File: config.mk
export PLATFORM = sky130hd
export DESIGN_NAME = div_sequencer
export DESIGN_NICKNAME = d
export VERILOG_FILES = /design/src/rtl/div_sequencer.sv
export SDC_FILE = /design/constraint.sdc
export NUM_CORES = 1
export LEC_CHECK = 0
export BUFFER_PORTS_ARGS = -buffer_cell sky130_fd_sc_hd__buf_2
export CAP_MARGIN = 20
export CORE_MARGIN = 5
export CORE_UTILIZATION = 54
export DETAILED_ROUTE_END_ITERATION = 12
export PLACE_DENSITY_LB_ADDON = 0.2
export SLEW_MARGIN = 5
export SYNTH_ARGS = -nofsm -noshare
export SYNTH_HDL_FRONTEND = slang
export SYNTH_SLANG_ARGS = --single-unit
File: constraint.sdc
create_clock -name clk -period 5.2 [get_ports clk]
set_clock_uncertainty 0.05 [all_clocks]
set_input_delay 0.26 -clock clk [delete_from_list [all_inputs] [get_ports clk]]
set_output_delay 0.26 -clock clk [all_outputs]
set_load 0.05 [all_outputs]
File: src/rtl/div_sequencer.sv
// Radix-2 restoring divider for DIV/DIVU in the execute stage.
// Holds the pipeline through div_stall and returns quotient on lo_out and remainder on hi_out.
module div_sequencer #(
    parameter int WIDTH = 32
) (
    input  logic             clk,
    input  logic             rst,
    input  logic             div_req,
    input  logic             div_signed,
    input  logic [WIDTH-1:0] opa,
    input  logic [WIDTH-1:0] opb,
    input  logic             cancel,
    output logic             div_stall,
    output logic             busy,
    output logic             result_valid,
    output logic [WIDTH-1:0] hi_out,
    output logic [WIDTH-1:0] lo_out
);

    localparam int CNT_W = (WIDTH > 1) ? $clog2(WIDTH) : 1;

    typedef enum logic [1:0] {
        IDLE    = 2'd0,
        RUN     = 2'd1,
        DIVZERO = 2'd2,
        DONE    = 2'd3
    } state_t;

    state_t state_q, state_d;

    logic [CNT_W-1:0] cnt_q, cnt_d;
    logic [WIDTH-1:0] rem_q, rem_d;
    logic [WIDTH-1:0] dvd_q, dvd_d;
    logic [WIDTH-1:0] dvs_q, dvs_d;
    logic             neg_quo_q, neg_quo_d;
    logic             neg_rem_q, neg_rem_d;
    logic [WIDTH-1:0] hi_q, hi_d;
    logic [WIDTH-1:0] lo_q, lo_d;
    logic             rv_q, rv_d;

    logic             accept;
    logic             last_step;
    logic [WIDTH:0]   shifted;
    logic [WIDTH:0]   trial;
    logic [WIDTH-1:0] step_rem;
    logic [WIDTH-1:0] step_quo;

    function automatic logic [WIDTH-1:0] cond_neg(input logic [WIDTH-1:0] v, input logic neg);
        return neg ? (~v + WIDTH'(1)) : v;
    endfunction

    function automatic logic [WIDTH-1:0] abs_val(input logic [WIDTH-1:0] v, input logic sgn);
        return cond_neg(v, sgn && v[WIDTH-1]);
    endfunction

    assign accept    = (state_q == IDLE) && div_req && !cancel;
    assign last_step = (state_q == RUN) && (cnt_q == CNT_W'(WIDTH - 1));

    // One restoring step: the WIDTH+1 bit trial difference decides the quotient bit.
    assign shifted  = {rem_q, dvd_q[WIDTH-1]};
    assign trial    = shifted - {1'b0, dvs_q};
    assign step_rem = trial[WIDTH] ? shifted[WIDTH-1:0] : trial[WIDTH-1:0];
    assign step_quo = {dvd_q[WIDTH-2:0], ~trial[WIDTH]};

    always_ff @(posedge clk) begin
        if (rst) begin
            state_q <= IDLE;
        end else begin
            state_q <= state_d;
        end
    end

    always_comb begin
        state_d = state_q;
        if (cancel) begin
            state_d = IDLE;
        end else begin
            unique case (state_q)
                IDLE:    if (div_req) state_d = (opb == '0) ? DIVZERO : RUN;
                RUN:     if (last_step) state_d = DONE;
                DIVZERO: state_d = DONE;
                DONE:    state_d = IDLE;
                default: state_d = IDLE;
            endcase
        end
    end

    always_comb begin
        busy      = (state_q != IDLE);
        div_stall = !cancel && (((state_q == IDLE) && div_req) ||
                                (state_q == RUN) || (state_q == DIVZERO));
    end

    always_comb begin
        cnt_d     = cnt_q;
        rem_d     = rem_q;
        dvd_d     = dvd_q;
        dvs_d     = dvs_q;
        neg_quo_d = neg_quo_q;
        neg_rem_d = neg_rem_q;
        hi_d      = hi_q;
        lo_d      = lo_q;
        rv_d      = 1'b0;
        unique case (state_q)
            IDLE: begin
                if (accept) begin
                    // Divide-by-zero keeps the raw dividend for the remainder result.
                    dvd_d     = (opb == '0) ? opa : abs_val(opa, div_signed);
                    dvs_d     = abs_val(opb, div_signed);
                    neg_quo_d = div_signed && (opa[WIDTH-1] ^ opb[WIDTH-1]);
                    neg_rem_d = div_signed && opa[WIDTH-1];
                    rem_d     = '0;
                    cnt_d     = '0;
                end
            end
            RUN: begin
                rem_d = step_rem;
                dvd_d = step_quo;
                cnt_d = cnt_q + CNT_W'(1);
                if (last_step && !cancel) begin
                    lo_d = cond_neg(step_quo, neg_quo_q);
                    hi_d = cond_neg(step_rem, neg_rem_q);
                    rv_d = 1'b1;
                end
            end
            DIVZERO: begin
                if (!cancel) begin
                    lo_d = '1;
                    hi_d = dvd_q;
                    rv_d = 1'b1;
                end
            end
            default: ;
        endcase
    end

    always_ff @(posedge clk) begin
        if (rst) begin
            cnt_q <= '0;
            hi_q  <= '0;
            lo_q  <= '0;
            rv_q  <= 1'b0;
        end else begin
            cnt_q <= cnt_d;
            hi_q  <= hi_d;
            lo_q  <= lo_d;
            rv_q  <= rv_d;
        end
    end

    always_ff @(posedge clk) begin
        rem_q     <= rem_d;
        dvd_q     <= dvd_d;
        dvs_q     <= dvs_d;
        neg_quo_q <= neg_quo_d;
        neg_rem_q <= neg_rem_d;
    end

    assign result_valid = rv_q;
    assign hi_out       = hi_q;
    assign lo_out       = lo_q;

endmodule

# Word level (Yosys, flattened, before mapping)
# Index checks and enable logic that the tools add are counted.
# Widths: inputs -> output; s select.
# op_classes
addsub	6
n_bitwise	6
n_mul	0
n_lt_le_gt_ge	0
n_div	0
reduce_logical	21
n_eq_ne	9
shift	0
muxes	25
# op_table
op	n
$mux 32	12
$pmux 32 s2	4
$add 32x1->32 const B	4
$not 32->32	4
$sub 33x32->33	1
$logic_not 32->1	1
$pmux 5 s2	1
$logic_and 1x1->1	8
$ne 2x2->1 const B	4
$pmux 2 s4	1
$mux 2	3
$reduce_and 2->1	3
$reduce_bool 2->1	3
$add 5x1->5 const B	1
$eq 5x5->1 const B	1
$mux 5	1
$eq 2x2->1 const B	2
$reduce_and 3->1	1
$eq 2x1->1 const B	1
$logic_not 2->1	1
$logic_or 1x1->1	2
$mux 1	2
$ne 2x1->1 const B	1
$pmux 1 s2	1
4 further kinds	4
# word_totals
wordCells	77
latchBits	0
mem_bits_ro	0
mem_bits_rw	0
out_inout_bits	67
memories	0
ff_bits	170

# Depth between registers and ports, before layout
# Gate-level depths: netlist (run 1).
# depth
word_depth	7
mapped_depth	24

# Least setup slack after synthesis (run 1)
# OpenSTA, ideal clock, no wires.
# synth_path
path_type	register to register
start	register rem_q[10]
end	register hi_q[26] (netlist: hi_out[26])
path_buffers	3
required_time_ns	5.075
path_stages_with_launch	23
arrival_time_ns	5.244
slack_ns	-0.169
cell_sequence	edfxtp_1 ha_1 buf_2 and3_4 nand2_2 or4_4 o21ai_4 a31oi_4 xnor2_4 inv_4 clkbuf_1 clkbuf_1 nor2_1 a21oi_1 ha_1 nand2_1 or4_1 or3_1 a211o_1 or2_4 nor3b_1 mux2_2 o22ai_1
# synth_via
elab_chain_cells	7
# synth_rtl
item	line_no	text
from (decl)	32	logic [WIDTH-1:0] rem_q, rem_d;
from (signal assigned)	152	rem_q <= rem_d;
$sub 33x32->33	61	assign trial = shifted - {1'b0, dvs_q};
$mux 32 *	62	assign step_rem = trial[WIDTH] ? shifted[WIDTH-1:0] : trial[WIDTH-1:0];
$not 32->32	49	return neg ? (~v + WIDTH'(1)) : v;
$add 32x1->32	49	
$mux 32 *	49	
$mux 32 *	120	if (last_step && !cancel) begin
$pmux 32 s2 *	104	unique case (state_q)
to (signal assigned)	145	hi_q <= hi_d;
to (decl)	37	logic [WIDTH-1:0] hi_q, hi_d;
# Mark *: on every way between the ends. The rest lies on a longest branch, timed or not. The select of a mux whose other input is x is not followed.
# A chain may end at the register's enable or synchronous reset.

# Worst setup path after layout (run 1)
# layout_path
start	register rem_q[8]
end	register hi_q[26] (netlist: hi_out[26])
# The elaborated chain is that of the path after synthesis.

==> results of run 1 <==
==> metal layers <==
layer | global-route usage | up-vias | wire length, µm
li1 | - | 5088 | -
met1 | 0.356 | 4819 | 13800
met2 | 0.428 | 278 | 15600
met3 | 0.0355 | 32 | 1610
met4 | 0.0579 | 0 | 364
met5 | 0 | - | 0
==> power by group through the flow <==
stage	logic [mW]	clock network, mW	registers [mW]
finish	1.11	1.28	1.60
CTS	1.07	1.30	1.60
floorplan	0.730	0	1.65
global placement	1.05	0	1.62
detailed placement	1.06	0	1.63
global route	1.22	1.36	1.60
==> timing repair <==
| action | CTS | global route |
|---|---|---|
| pin swaps | 1 | 5 |
| gates resized for setup | 0 | 15 |
| endpoints found under the setup margin | 1 | 9 |
| setup buffers | 1 | 6 |
| gates cloned | 0 | 0 |
==> kinds of logic (layout without fill, tap and decap cells) <==
group,Yosys count,count (layout),synth area share
AND/OR/NAND/NOR,477,477,0.194
AO/OA/AOI/OAI,358,358,0.199
flip-flops,170,170,0.382
XOR/XNOR,143,143,0.111
buffers and inverters,126,263,0.0429
adder cells (fa/ha/maj),42,42,0.0465
multiplexers,28,28,0.0248
==> worst max-delay path: stages (launching register included) <==
cell      delay, ps
edfxtp_1        450
ha_1            340
and3_4          210
nand2_2          60
or4_4           490
o21ai_4         220
a31oi_4         140
xnor2_4         290
inv_4            80
a21oi_4         190
ha_4            160
nand2_1          50
or4_4           500
or3_1           320
a211o_1         380
or2_4           280
nor3b_2         190
mux2_2          350
o22ai_1         140
==> state kept, by name, indices dropped and copies added (netlist names) <==
signal and flops:
cnt_q 5, dvs_q 32, neg_quo_q 1, lo_out 32, dvd_q 32, neg_rem_q 1
result_valid 1, state_q 2, rem_q 32, hi_out 32
==> stage by stage <==
step / instance area (µm²) / hold slack (ps) / cells / worst slack, ps
after floorplan: 11500 / 287 / 1344 / 2.48
after global placement: 12500 / 392 / 1716 / 188
after detailed placement: 12500 / 404 / 1716 / 26.7
after CTS: 13100 / 7.29 / 1749 / 35.9
after global routing: 13200 / 15.4 / 1756 / -37.0
final: 13200 / 16.5 / 1756 / 208
==> path summary, 6_finish.rpt <==
check,endpoint,slack (ps),cells past startpoint
worst max register to register,hi_out[26],210,18
worst min-delay path,dvs_q[0],20,1
worst max-delay path,hi_out[26],210,18
worst min register to register,cnt_q[4],420,2
==> layout make-up <==
class                      instances  area, µm²  area share
multi-input combinational       1048       6670       0.506
tap                              275        344      0.0261
timing repair buffer             175        987      0.0749
sequential                       170       4380       0.333
inverter                          56        214      0.0162
clock buffer                      20        458      0.0347
clock inverter                    12        128     0.00968
==> synthesized netlist by cell type, types with 14 or more instances <==
cell / count
ha_1: 41
nand2b_1: 20
o31ai_1: 21
nor4_1: 14
dfxtp_1: 72
a211oi_1: 48
nor2_1: 140
xnor2_1: 53
nand2_1: 161
edfxtp_1: 98
a21oi_1: 89
inv_1: 55
mux2i_1: 25
nand3_1: 19
clkbuf_1: 59
xor2_1: 89
o21ai_0: 100
nor3_1: 42
a21o_1: 14
==> placed cells by master, fill, tap and decap left out, types with 6 or more instances in the layout <==
master and n:
nand2_1 161, a21o_1 14, nand2b_1 19, nor4_1 14
clkbuf_16 18, o31ai_1 21, a31oi_1 13, ha_2 6
a21oi_1 85, o21ai_0 99, inv_1 54, buf_4 38
nor3_1 42, buf_2 135, ha_1 34, o21a_1 13
or3_1 13, and2_1 9, edfxtp_1 98, nand3_1 19
a211oi_1 48, mux2i_1 25, or4_1 11, dfxtp_1 72
xnor2_1 53, xor2_1 89, o41ai_1 13, and3_1 12
o22ai_1 6, nor2_1 139
==> impl_metrics.csv, run 1 <==
group,metric,value,unit
clock_tree,h-tree-depth,4,
worst_setup_path,critPathLaunch,"rem_q[8]",
layout,fin_util,0.629,
synthesis,syn-num-nets,1455,
clock_tree,clk_pin_slew,70,ps
sta,finalCritPeriodShare,0.960,
sta,hold_viol,0,
power,power_density,302,nW/µm²
synthesis,synth_area,11500,µm²
power,p_int,2.63,mW
hold_path,holdCritPathClass,"in -> reg",
global_route,grt_pass1_wl,50400,µm
sta,setup_viol,0,
floorplanning,ios,136,
routing,wl_per_cell,17.8,µm
synthesis,synth_flop_cell,"edfxtp_1",
power,power.switching,1.35,mW
worst_setup_path,worstPathRequired,5500,ps
clock_tree,cts.sinks,170,
layout,final_nets,1579,
sta,worstMarginPinSlew,961,ps
power,total_leakage_power,5.18,nW
synthesis,synth-seq-cells,170,
global_route,grt_max_degree,77,
routing,routed_wl,31300,µm
floorplanning,start_util,0.547,
hold_path,hold_path.startpoint,"opb[0]",
synthesis,synth_top_area_cell,"edfxtp_1",
clock_tree,cts_tree,"yes",
synthesis,synth-edff-count,98,
sta,tns,0,ps
worst_setup_path,arrival,5290,ps
floorplanning,die_area,24200,µm²
synthesis,synthArstFlopShare,0,
routing,vias,10217,
clock_tree,clock-root-buffer,"clkbuf_16",
placed_design,dpl.hpwl,23400,µm
floorplanning,die_w,156,µm
synthesis,synthCells,1344,
placed_design,portBuffers,135,
routing,vias_per_cell,5.82,
power,p_seq_frac,0.400,
clock_tree,worstSkewPairLatency,430,ps
synthesis,synth_seq_area_share,0.382,
routing,drt_pass1_iterations,5,
synthesis,synth.top_cell.area_share,0.257,
worst_setup_path,criticalPathCategory,"reg -> reg",
floorplanning,coreArea,21000,µm²
layout,drive_gt1_frac,0.163,
clock_tree,ctsHoldBuffers,0,
worst_setup_path,crit_fanout,5,
flow_run,cap_violations,0,
clock_tree,max-clock-path-buffers,2,
power,comb_power_share,0.277,
clock_tree,cts_buffers,17,
routing,drt_iter0_markers,831,
sta,slew_headroom,0.359,
routing,ant_nets,0,
global_route,grt_use_total,0.256,
floorplanning,rows,53,
synthesis,synth_area_per_cell,8.53,µm²
sta,fmax,200,MHz
synthesis,synth_area_leaders,"edfxtp_1, dfxtp_1, xor2_1",
synthesis,synth_cell_types,73,
layout,nFillCells,1929,
power,swShare,0.339,
layout,area_delta_synth_final,15.0,%
run_status,status,"completed",
floorplanning,die_y,156,µm
power,ir_drop,0.252,mV
sta,min_period,4990,ps
sta,slew_violations,0,
global_route,grt_pass1_vias,9785,
layout,num_antenna_cells,0,
global_route,antenna_found_initial,1,
worst_setup_path,crit_path_end_kind,"flop",
power,p_total,3.98,mW
synthesis,yosys_warnings,0,
global_route,gr-total-overflow,0,
routing,drc,0,
worst_setup_path,critPathLaunchType,"flop",
placed_design,globalplace.congestion,0.917,
worst_setup_path,r2r_start,"rem_q[8]",
power,clockPowerShare,0.322,
Power figures use the tool's default switching activity.
==> run 2: changes to the inputs <==
--- a/config.mk
+++ b/config.mk
@@ -10,7 +10,7 @@
 export CORE_MARGIN = 5
 export CORE_UTILIZATION = 54
 export DETAILED_ROUTE_END_ITERATION = 12
-export PLACE_DENSITY_LB_ADDON = 0.2
+export PLACE_DENSITY_LB_ADDON = 0.05
 export SLEW_MARGIN = 5
 export SYNTH_ARGS = -nofsm -noshare
 export SYNTH_HDL_FRONTEND = slang
==> impl_metrics.csv, run 2 (synthesis gave the netlist of run 1 again) <==
group,metric,value,unit
power,power.switching,1.35,mW
power,p_seq_frac,0.401,
global_route,grt_max_degree,75,
floorplanning,coreArea,21000,µm²
hold_path,holdCritPathClass,"in -> reg",
placed_design,portBuffers,135,
clock_tree,worstSkewPairLatency,430,ps
floorplanning,die_area,24200,µm²
sta,fmax,201,MHz
sta,tns,0,ps
global_route,gr-total-overflow,0,
sta,finalCritPeriodShare,0.959,
layout,layout_commonest_cell,"nand2_1",
placed_design,globalplace.congestion,0.896,
routing,drt_iter0_markers,804,
routing,wl_per_cell,17.8,µm
clock_tree,cts_tree,"yes",
worst_setup_path,crit_path_end_kind,"flop",
layout,drive_gt1_frac,0.159,
floorplanning,start_util,0.547,
routing,vias,10254,
sta,hold_viol,0,
floorplanning,ios,136,
power,total_leakage_power,5.17,nW
routing,drc,0,
global_route,grt_use_total,0.254,
sta,worstMarginPinSlew,995,ps
worst_setup_path,r2r_start,"rem_q[14]",
worst_setup_path,slowest_stage,"or4_4",
layout,stdcell_count,1754,
clock_tree,clk_pin_slew,80,ps
run_status,status,"completed",
power,power_density,301,nW/µm²
worst_setup_path,critPathLaunch,"rem_q[14]",
power,clockPowerShare,0.327,
power,p_total,3.97,mW
worst_setup_path,crit_top_cell,"nand2_1",
floorplanning,rows,53,
power,ir_drop,0.240,mV
worst_setup_path,rr_worst_depth,17,
sta,slew_violations,0,
layout,num_antenna_cells,0,
placed_design,placed_cells_incl_taps,1717,
hold_path,hold_end,"state_q[0]",
sta,setup_viol,0,
clock_tree,h-tree-depth,4,
worst_setup_path,criticalPathCategory,"reg -> reg",
placed_design,dpl.hpwl,23400,µm
routing,vias_per_cell,5.85,
worst_setup_path,crit_fanout,6,
worst_setup_path,path_delay_family,"simple AND/OR/NAND/NOR gates",
clock_tree,clock-root-buffer,"clkbuf_16",
sta,rsz0062_at_grt,"no",
worst_setup_path,crit_path_max_incr_delay,560,ps
worst_setup_path,worstPathRequired,5510,ps
layout,final_cell_mix,"nand2_1, nor2_1, buf_2",
worst_setup_path,cp_num_buf_inv,1,
floorplanning,die_w,156,µm
routing,drt_pass1_iterations,5,
global_route,grt_pass1_vias,9773,
sta,min_period,4990,ps
global_route,antenna_found_initial,1,
power,p_int,2.62,mW
sta,finalHoldWorstSlack,50.9,ps
worst_setup_path,timing.rr.end,"hi_out[26]",
flow_run,cap_violations,0,
clock_tree,cts_buffers,17,
worst_setup_path,reg2reg_slack,210,ps
worst_setup_path,critPathLaunchType,"flop",
layout,area_delta_synth_final,14.9,%
hold_path,hold_path.startpoint,"cancel",
clock_tree,max-clock-path-buffers,2,
worst_setup_path,crit_chain,"ha_2, nand2_1, or4_4, o21ai_4, a31oi_4, xnor2_4, inv_4, a21oi_1, ha_1, nand2_1, or4_1, or3_1, a211o_4, or2_4, nor3b_1, mux2_2, o22ai_1",
routing,ant_nets,0,
clock_tree,cts.sinks,170,
global_route,grt_pass1_wl,49800,µm
routing,routed_wl,31200,µm
worst_setup_path,arrival,5290,ps
power,swShare,0.341,
sta,slew_headroom,0.337,
floorplanning,die_y,156,µm
layout,final_nets,1577,
hold_path,hold_depth,2,
power,comb_power_share,0.273,
run 2: how the worst max path moves through the flow:
| stage | cells after the start | end | slack [ps] |
|---|---|---|---|
| 2_1_floorplan | 21 | hi_out[26] | 2 |
| 3_3_place_gp | 20 | hi_out[26] | 250 |
| 3_5_place_dp | 20 | hi_out[26] | 140 |
| 4_1_cts | 20 | hi_out[26] | 120 |
| 5_1_grt | 19 | hi_out[26] | 10 |
| 6_report | 17 | hi_out[26] | 210 |
run 2: cell type report:
| type | instances | area (µm²) |
|---|---|---|
| Clock inverter | 14 | 156 |
| Tap cell | 275 | 344 |
| Timing Repair Buffer | 173 | 996 |
| Multi-Input combinational cell | 1048 | 6640 |
| Inverter | 56 | 214 |
| Clock buffer | 18 | 439 |
| Sequential cell | 170 | 4380 |
| Fill cell | 1935 | 7780 |
run 2: power groups by stage:
stage	clock [mW]	combinational, mW	sequential, mW
3_3_place_gp	0	1.05	1.62
4_1_cts	1.31	1.07	1.59
3_5_place_dp	0	1.06	1.62
5_1_grt	1.38	1.20	1.60
2_1_floorplan	0	0.730	1.65
6_report	1.30	1.08	1.59
run 2: through the flow:
step / instance area [µm²] / utilization / setup WS, ps
6_report: 13200 / 0.629 / 213
5_1_grt: 13200 / 0.629 / 10.9
4_1_cts: 13100 / 0.625 / 117
3_5_place_dp: 12500 / 0.596 / 142
3_3_place_gp: 12500 / 0.596 / 251
2_1_floorplan: 11500 / - / 2.48
run 2: routing by layer:
| metal | up-vias | GRT usage | wire length [µm] |
|---|---|---|---|
| met3 | 35 | 0.0319 | 1620 |
| met4 | 0 | 0.0642 | 574 |
| met2 | 270 | 0.428 | 15100 |
| met1 | 4872 | 0.348 | 13900 |
| li1 | 5077 | - | - |
| met5 | - | 0 | 0 |
run 2: worst reg2reg max path, stage by stage (launching register included):
cell	delay, ps
edfxtp_1	450
ha_2	410
nand2_1	120
or4_4	560
o21ai_4	200
a31oi_4	130
xnor2_4	260
inv_4	60
a21oi_1	220
ha_1	200
nand2_1	50
or4_1	520
or3_1	370
a211o_4	380
or2_4	250
nor3b_1	210
mux2_2	360
o22ai_1	140
run 2: timing repair:
action	in CTS	in global routing
hold buffers	1	0
resized for setup	0	9
setup buffers	0	3
hold endpoints to repair	1	0
setup endpoints to repair	0	3
